--- config.mk ---
export PLATFORM = sky130hd
export DESIGN_NAME = alu_arbiter
export DESIGN_NICKNAME = d
export VERILOG_FILES = /design/src/rtl/alu_arbiter.sv
export SDC_FILE = /design/constraint.sdc
export NUM_CORES = 1
export LEC_CHECK = 0
export BUFFER_PORTS_ARGS = -buffer_cell sky130_fd_sc_hd__buf_4
export CORE_MARGIN = 8
export CORE_UTILIZATION = 41
export DETAILED_ROUTE_END_ITERATION = 8
export GPL_TIMING_DRIVEN = 0
export PLACE_DENSITY = 0.8
export SETUP_SLACK_MARGIN = 0.15
export SYNTH_ARGS = -nofsm -noshare
export SYNTH_HDL_FRONTEND = slang
export SYNTH_SLANG_ARGS = --single-unit
--- constraint.sdc ---
create_clock -name Clk -period 1.6 [get_ports Clk]
set_input_delay 0.16 -clock Clk [delete_from_list [all_inputs] [get_ports Clk]]
set_output_delay 0.16 -clock Clk [all_outputs]
set_load 0.01 [all_outputs]
--- src/rtl/alu_arbiter.sv ---
`timescale 1ns/1ps
// alu_arbiter: round-robin arbiter and sequencer for the shared combinational ALU.
// Two requesters issue ops over valid/ready; registered results return to the owner.
module alu_arbiter #(
   parameter int W   = 8,
   parameter int OPW = 4
) (
   input  logic           Clk,
   input  logic           Reset,
   input  logic [1:0]     ReqValid,
   output logic [1:0]     ReqReady,
   input  logic [OPW-1:0] ReqOp0,
   input  logic [OPW-1:0] ReqOp1,
   input  logic [W-1:0]   ReqA0,
   input  logic [W-1:0]   ReqA1,
   input  logic [W-1:0]   ReqB0,
   input  logic [W-1:0]   ReqB1,
   input  logic [2:0]     ReqCtl0,
   input  logic [2:0]     ReqCtl1,
   input  logic [1:0]     ReqLock,
   output logic [1:0]     RspValid,
   input  logic [1:0]     RspReady,
   output logic [W-1:0]   RspOut,
   output logic           RspZero,
   output logic           RspNeg,
   output logic [OPW-1:0] AluOp,
   output logic [W-1:0]   AluA,
   output logic [W-1:0]   AluB,
   output logic [2:0]     AluCtl,
   input  logic [W-1:0]   AluOut,
   input  logic           AluZero,
   input  logic           AluNeg
);

   localparam logic [1:0] ST_IDLE = 2'd0;
   localparam logic [1:0] ST_EXEC = 2'd1;
   localparam logic [1:0] ST_RESP = 2'd2;

   logic [1:0]     state_r;
   logic [1:0]     state_nxt_s;
   logic           live_r;
   logic           owner_r;
   logic           ptr_r;
   logic           lock_r;
   logic [OPW-1:0] op_r;
   logic [W-1:0]   a_r;
   logic [W-1:0]   b_r;
   logic [2:0]     ctl_r;
   logic [W-1:0]   out_r;
   logic           zero_r;
   logic           neg_r;
   logic [1:0]     rsp_valid_r;

   logic           grant_s;
   logic           grant_ok_s;
   logic           retire_s;
   logic           hs_s;
   logic [OPW-1:0] sel_op_s;
   logic [W-1:0]   sel_a_s;
   logic [W-1:0]   sel_b_s;
   logic [2:0]     sel_ctl_s;

   // Grant selection: a held lock leaves the owner as the only candidate, even when idle
   always_comb begin
      grant_s    = 1'b0;
      grant_ok_s = 1'b0;
      if (lock_r) begin
         grant_s    = owner_r;
         grant_ok_s = ReqValid[owner_r];
      end else begin
         case (ReqValid)
            2'b01: begin
               grant_s    = 1'b0;
               grant_ok_s = 1'b1;
            end
            2'b10: begin
               grant_s    = 1'b1;
               grant_ok_s = 1'b1;
            end
            2'b11: begin
               grant_s    = ptr_r;
               grant_ok_s = 1'b1;
            end
            default: begin
               grant_s    = 1'b0;
               grant_ok_s = 1'b0;
            end
         endcase
      end
   end

   // live_r is cleared asynchronously so ReqReady drops with reset without reset in the data path
   assign retire_s = (state_r == ST_RESP) && RspReady[owner_r];
   assign hs_s     = live_r && grant_ok_s && ((state_r == ST_IDLE) || retire_s);

   assign sel_op_s  = grant_s ? ReqOp1  : ReqOp0;
   assign sel_a_s   = grant_s ? ReqA1   : ReqA0;
   assign sel_b_s   = grant_s ? ReqB1   : ReqB0;
   assign sel_ctl_s = grant_s ? ReqCtl1 : ReqCtl0;

   // Ready is one-hot on the granted requester whenever an issue slot is open
   always_comb begin
      if (hs_s) begin
         ReqReady = grant_s ? 2'b10 : 2'b01;
      end else begin
         ReqReady = 2'b00;
      end
   end

   // Next state: EXEC always lasts one cycle; RESP waits for the owner's RspReady
   always_comb begin
      state_nxt_s = state_r;
      case (state_r)
         ST_IDLE: begin
            if (hs_s) begin
               state_nxt_s = ST_EXEC;
            end else begin
               state_nxt_s = ST_IDLE;
            end
         end
         ST_EXEC: state_nxt_s = ST_RESP;
         ST_RESP: begin
            if (retire_s) begin
               state_nxt_s = hs_s ? ST_EXEC : ST_IDLE;
            end else begin
               state_nxt_s = ST_RESP;
            end
         end
         default: state_nxt_s = ST_IDLE;
      endcase
   end

   // State, liveness and arbitration bookkeeping
   always_ff @(posedge Clk or negedge Reset) begin
      if (!Reset) begin
         state_r <= ST_IDLE;
         live_r  <= 1'b0;
         owner_r <= 1'b0;
         ptr_r   <= 1'b0;
         lock_r  <= 1'b0;
      end else begin
         state_r <= state_nxt_s;
         live_r  <= 1'b1;
         if (hs_s) begin
            owner_r <= grant_s;
            ptr_r   <= ~grant_s;
            lock_r  <= ReqLock[grant_s];
         end else begin
            owner_r <= owner_r;
            ptr_r   <= ptr_r;
            lock_r  <= lock_r;
         end
      end
   end

   // Operand register drives the ALU only during EXEC; it clears afterwards to present NoOp
   always_ff @(posedge Clk or negedge Reset) begin
      if (!Reset) begin
         op_r  <= {OPW{1'b0}};
         a_r   <= {W{1'b0}};
         b_r   <= {W{1'b0}};
         ctl_r <= 3'b000;
      end else if (hs_s) begin
         op_r  <= sel_op_s;
         a_r   <= sel_a_s;
         b_r   <= sel_b_s;
         ctl_r <= sel_ctl_s;
      end else if (state_r == ST_EXEC) begin
         op_r  <= {OPW{1'b0}};
         a_r   <= {W{1'b0}};
         b_r   <= {W{1'b0}};
         ctl_r <= 3'b000;
      end else begin
         op_r  <= op_r;
         a_r   <= a_r;
         b_r   <= b_r;
         ctl_r <= ctl_r;
      end
   end

   // Result register and response valid: captured at the end of EXEC, held until retired
   always_ff @(posedge Clk or negedge Reset) begin
      if (!Reset) begin
         out_r       <= {W{1'b0}};
         zero_r      <= 1'b0;
         neg_r       <= 1'b0;
         rsp_valid_r <= 2'b00;
      end else if (state_r == ST_EXEC) begin
         out_r       <= AluOut;
         zero_r      <= AluZero;
         neg_r       <= AluNeg;
         rsp_valid_r <= owner_r ? 2'b10 : 2'b01;
      end else if (retire_s) begin
         out_r       <= out_r;
         zero_r      <= zero_r;
         neg_r       <= neg_r;
         rsp_valid_r <= 2'b00;
      end else begin
         out_r       <= out_r;
         zero_r      <= zero_r;
         neg_r       <= neg_r;
         rsp_valid_r <= rsp_valid_r;
      end
   end

   assign AluOp    = op_r;
   assign AluA     = a_r;
   assign AluB     = b_r;
   assign AluCtl   = ctl_r;
   assign RspValid = rsp_valid_r;
   assign RspOut   = out_r;
   assign RspZero  = zero_r;
   assign RspNeg   = neg_r;

endmodule

==> results of run 1 <==
==> how the worst min path moves through the flow <==
| stage | end | slack (ns) |
|---|---|---|
| 6_report | RspOut[6] | 0.11 |
| 3_3_place_gp | RspOut[6] | 0.17 |
| 4_1_cts | RspZero | 0.10 |
| 3_5_place_dp | RspOut[6] | 0.17 |
| 2_1_floorplan | AluA[0] | -0.14 |
| 5_1_grt | RspOut[2] | 0.09 |
==> what timing repair did <==
action,CTS,global route
hold buffers,1,0
cloned,2,0
endpoints found under the hold margin,41,0
setup buffers,12,0
resized for setup,25,6
pin swaps,2,0
setup endpoints to repair,28,35
==> Yosys cell counts (all sizes together) <==
cell,instances
mux2i,50
dfrtp,41
nand2,32
mux2,11
buf,9
inv,4
nor2,4
nor2b,3
a21oi,2
clkbuf,2
nand2b,2
a211o,1
a211oi,1
a221oi,1
conb,1
nand3,1
o21ai,1
o311ai,1
==> critical path, cell delays in order (launching register included) <==
cell and delay (ns):
dfrtp_1 0.38, buf_6 0.13, mux2i_1 0.13, a211o_1 0.31
buf_6 0.14, buf_12 0.12, nor2_4 0.07, buf_6 0.10
==> final cells by class <==
type | count | share of cell area [%]
inverter | 4 | 0.473
clock inverter | 1 | 0.158
sequential | 41 | 32.3
multi-input combinational | 111 | 27.8
buffer | 11 | 4.33
clock buffer | 7 | 3.03
timing repair buffer | 115 | 29.8
tap | 54 | 2.13
==> through the flow <==
stage | setup TNS (ns) | instance area (um2)
after global placement | -0.0283 | 2800
after detailed placement | -0.0654 | 2800
after global routing | -2.34 | 3180
after floorplan | 0 | 1990
after CTS | -0.437 | 3150
final | -0.520 | 3180
==> flip-flops by register name, indices dropped and copies added, names as in the netlist <==
register and cells:
live_r 1, ptr_r 1, RspOut 8, state_r 2, AluOp 4, owner_r 1
lock_r 1, RspZero 1, AluA 8, AluCtl 3, RspNeg 1, AluB 8
RspValid 2
==> cell families after synthesis <==
group	share of synthesized area, %
AO/OA/AOI/OAI	2.48
flip-flops	52.2
other	0.191
AND/OR/NAND/NOR	8.73
multiplexers	31.8
buffers and inverters	4.59
==> metal layers <==
metal	vias to the layer above	wire, um	part of all wire (%)
met4	0	37	0.71
met1	779	2110	41
met5	-	0	0
met3	5	470	9.0
met2	65	2580	50
li1	811	-	-
==> placed cells by master (no fill, tap or decap), types with 2 or more instances in the layout <==
| cell type | instances |
|---|---|
| mux2i_1 | 47 |
| nand2b_1 | 2 |
| clkbuf_2 | 2 |
| mux2i_2 | 3 |
| buf_6 | 8 |
| dfrtp_1 | 41 |
| nor2b_1 | 3 |
| mux2_2 | 11 |
| a21oi_1 | 2 |
| clkbuf_8 | 7 |
| nor2_1 | 3 |
| inv_1 | 4 |
| buf_12 | 4 |
| buf_4 | 107 |
| nand2_1 | 31 |
| buf_8 | 2 |
==> where the power goes <==
part           switching (uW)  internal, uW  leakage [uW]
Clock                     339           390     0.0000542
Combinational            1330          1850       0.00117
Sequential                257          1510      0.000503
==> flow_summary_export.csv, run 1 <==
group,metric,value,unit
setup_path,endpoint,"ReqReady[0]",
job,cap_violations,0,
sta,layout_setup_ws,-0.212,ns
worst_hold_path,hp-class,"in -> reg",
setup_path,arrival,1.65,ns
sta,finalCriticalPeriod,1.81,ns
floorplan,rows,25,
finish,nets,353,
sta,timing.hold.ws,0.106,ns
finish,diodes,0,
sta,hold_viol,0,
power,peakVddDrop,0.000903,V
sta,fin_crit_sh,113,%
finish,fin_cells,344,
floorplan,start_util,42.1,%
power,totalPowerFinal,5690,uW
finish,area_delta_synth_final,61.7,%
global_routing,track_usage,14.4,%
sta,fmax,552,MHz
run_status,status,"complete, but fails checks",
power,power_density,1790,mW/mm2
yosys,synth_top_area_share,52.2,%
clock_network,clkLatencyLatePin,0.28,ns
setup_path,r2r-end,"AluA[7]",
placed_design,place_congestion,0.769,
setup_path,crit_path_start,"owner_r",
power,leakagePower,0.00173,uW
setup_path,criticalPathCategory,"reg -> out",
worst_hold_path,whs_path_depth,2,
clock_network,cts.sinks,41,
global_routing,grtUsageMet3,6.47,%
placed_design,dpl.cell_count,321,
clock_network,cts.clk_slew.worst_paths,0.08,ns
floorplan,die_w,85.2,um
finish,drive_gt1_share,52.1,%
setup_path,regToRegSetupSlack,-0.02,ns
yosys,ys_ff_latch,41,
routing,ant_nets,0,
floorplan,ios,101,
setup_path,worst_setup_path_end_kind,"output port",
sta,clock_skew,0.00445,ns
placed_design,port_buffers,100,
setup_path,worstReg2RegStart,"owner_r",
clock_network,cts-htree-levels,2,
yosys,ys_types,20,
global_routing,gr-usage-met1,15.8,%
global_routing,grtUsageMet2,24.9,%
yosys,synth_area_leader_cell,"dfrtp_1",
setup_path,required,1.44,ns
routing,vias_per_cell,4.83,
global_routing,grt_max_degree,42,
yosys,ys_seq_area_share,52.2,%
setup_path,setup.worst_path.start_class,"flip-flop",
yosys,syn_inst,167,
routing,routedWlPerCell,15.1,um
placed_design,dp_slack,-0.0339,ns
routing,vias,1660,
setup_path,crit_fanout,4,
run_status,violations,"negative setup slack",
sta,drv_slew,0,
yosys,syn_avg_cell_area,11.8,um2
routing,wirelength,5200,um
yosys,syn-num-nets,231,
sta,slew_headroom,65.1,%
routing,first_pass_iters,4,
global_routing,grt_pass1_vias,1835,
global_routing,overflow,0,
floorplan,die_area,0.00726,mm2
finish,fill_cells,344,
clock_network,cts_max_path_buffers,2,
global_routing,antenna_found_initial,0,
floorplan,core_area,0.00466,mm2
placed_design,dp_hpwl,3820,um
sta,rsz0062_at_grt,"true",
worst_hold_path,hp-start,"AluOut[6]",
routing,drtIter0Drc,41,
setup_path,rr_worst_depth,7,
yosys,syn_area,0.00196,mm2
clock_network,cts-root-buf,"clkbuf_8",
global_routing,grt-busiest-layer,"met2",
global_routing,grt_pass1_wl,8490,um
routing,drc,0,
clock_network,cts_tree,"built",
clock_network,cts_buffers,5,
finish,seqCellArea,0.00103,mm2
yosys,synth_warnings,0,
finish,multi_input_area,882,um2
finish,fin_util,68.1,%
sta,setup_viol,10,
yosys,synthTopCellsByArea,"dfrtp_1, mux2i_1, mux2_2",
sta,worstMarginPinSlew,0.524,ns
floorplan,die_height,85.2,um
Power figures use the tool's default switching activity.
==> run 2, diff against run 1 <==
==> config.mk (replaced) <==
export PLATFORM = sky130hd
export DESIGN_NAME = alu_arbiter
export DESIGN_NICKNAME = d
export VERILOG_FILES = /design/src/rtl/alu_arbiter.sv
export SDC_FILE = /design/constraint.sdc
export NUM_CORES = 1
export LEC_CHECK = 0
export CORE_MARGIN = 8
export CORE_UTILIZATION = 53
export DETAILED_ROUTE_END_ITERATION = 8
export DONT_BUFFER_PORTS = 1
export GPL_TIMING_DRIVEN = 0
export PLACE_DENSITY = 0.75
export SETUP_SLACK_MARGIN = 0.15
export SYNTH_ARGS = -nofsm -noshare
export SYNTH_HDL_FRONTEND = slang
export SYNTH_SLANG_ARGS = --single-unit
==> run 2 against run 1 <==
The run still ends with negative setup slack left; fmax increased by 2.6%; flip-flop and latch count unchanged; wire length decreased by 5.9%; utilization decreased by 0.13 points; first-iteration DRC count increased by 51%; global-route usage increased by 2.7 points; combinational power decreased by 33%; critical path type unchanged; critical endpoint unchanged.
==> flow_summary_export.csv, run 2 (synthesized netlist as in run 1, its figures left out) <==
group,metric,value,unit
floorplan,ios,101,
global_routing,track_usage,17.1,%
global_routing,grt_pass1_vias,1568,
routing,first_pass_iters,4,
sta,finalSetupTns,-1.46,ns
power,peakVddDrop,0.000973,V
setup_path,regToRegSetupSlack,-0.12,ns
finish,drive_gt1_share,26.6,%
setup_path,worst_setup_path_end_kind,"output port",
global_routing,overflow,0,
finish,nets,256,
clock_network,clkLatencyLatePin,0.29,ns
sta,clock_skew,0.00346,ns
setup_path,worstReg2RegStart,"owner_r",
placed_design,place_congestion,0.703,
run_status,status,"complete, but fails checks",
sta,fmax,566,MHz
finish,area_delta_synth_final,24.8,%
run_status,violations,"negative setup slack",
global_routing,antenna_found_initial,0,
global_routing,grt_pass1_wl,8120,um
sta,setup_viol,25,
routing,ant_nets,0,
clock_network,cts.sinks,41,
clock_network,cts_tree,"built",
finish,diodes,0,
floorplan,start_util,54.5,%
floorplan,die_height,76.9,um
placed_design,port_buffers,0,
setup_path,rr_worst_depth,7,
clock_network,cts-root-buf,"clkbuf_8",
sta,timing.hold.ws,0.0202,ns
clock_network,cts_buffers,5,
routing,wirelength,4890,um
routing,routedWlPerCell,20.4,um
power,power_density,2050,mW/mm2
finish,fin_util,68.0,%
setup_path,required,1.44,ns
finish,final_common_cell,"mux2i_1",
sta,hold_viol,0,
worst_hold_path,whs_path_depth,1,
routing,drtIter0Drc,62,
setup_path,arrival,1.61,ns
worst_hold_path,hp-class,"in -> reg",
routing,drc,0,
setup_path,crit_fanout,5,
clock_network,cts.clk_slew.worst_paths,0.08,ns
routing,vias_per_cell,5.64,
floorplan,die_area,0.00591,mm2
setup_path,setup.worst_path.start_class,"flip-flop",
power,totalPowerFinal,5040,uW
sta,rsz0062_at_grt,"true",
placed_design,dpl.cell_count,215,
sta,finalCriticalPeriod,1.77,ns
job,cap_violations,0,
finish,fin_cells,240,
worst_hold_path,hp-start,"AluNeg",
floorplan,die_w,76.9,um
setup_path,criticalPathCategory,"reg -> out",
setup_path,r2r-end,"owner_r",
power,leakagePower,0.00126,uW
global_routing,grt_max_degree,42,
sta,drv_slew,0,
clock_network,cts-htree-levels,2,
finish,most-common-layout-cells,"mux2i_1, dfrtp_1, nand2_1",
sta,fin_crit_sh,110,%
routing,vias,1354,
sta,layout_setup_ws,-0.165,ns
setup_path,crit_path_start,"owner_r",
placed_design,dp_hpwl,3630,um
floorplan,rows,22,
clock_network,cts_max_path_buffers,2,
setup_path,endpoint,"ReqReady[0]",
floorplan,core_area,0.00361,mm2
-- run 2: cell types whose count changed in the layout (fill, tap and decap cells not counted), moves of 2 or more --
cell | previous run | this run
clkbuf_8 | 7 | 5
buf_6 | 8 | 10
buf_4 | 107 | 9
mux2i_1 | 47 | 49
mux2i_2 | 3 | 0
-- run 2: stage by stage --
| step | setup slack, ns | area (um2) |
|---|---|---|
| floorplan | 0.135 | 1990 |
| global placement | 0.0395 | 2050 |
| detailed placement | -0.00579 | 2050 |
| CTS | -0.168 | 2430 |
| global route | -0.248 | 2450 |
| finish | -0.165 | 2450 |
-- run 2: critical path, cell delays in order, from the launching register on --
cell	delay, ns
dfrtp_1	0.37
buf_6	0.13
mux2i_1	0.13
a211o_1	0.30
buf_6	0.15
buf_12	0.12
nor2_4	0.12
-- run 2: worst min path at each step --
stage | endpoint | slack, ns
2_1_floorplan | AluA[0] | -0.14
3_3_place_gp | RspValid[1] | -0.13
3_5_place_dp | RspValid[1] | -0.13
4_1_cts | RspOut[1] | 0.007
5_1_grt | RspOut[1] | 0.005
6_report | RspNeg | 0.02
-- run 2: per-layer routing --
layer  global-route usage (%)  wire length (um)
met1                     17.6              1810
met2                     29.2              2480
met3                     8.28               536
met4                     6.73                68
met5                        0                 0
-- run 2: cell type report --
cell class	count	area (um2)
Buffer	11	133
Clock buffer	5	68.8
Clock inverter	2	35.0
Fill cell	275	1150
Inverter	4	15.0
Multi-Input combinational cell	111	893
Sequential cell	41	1030
Tap cell	48	60.1
Timing Repair Buffer	18	221
-- run 2: repair_timing --
action | 4_1_cts | 5_1_grt
setup buffers | 14 | 0
resized for setup | 24 | 5
pin swaps | 3 | 0
cloned | 2 | 0
hold endpoints to repair | 41 | 0
endpoints found under the setup margin | 30 | 35
hold buffers | 2 | 0
-- run 2: power by group --
group | total (uW) | switching, uW | internal (uW)
sequential | 2090 | 572 | 1510
clock | 801 | 347 | 453
combinational | 2150 | 911 | 1240
total | 5040 | 1830 | 3210
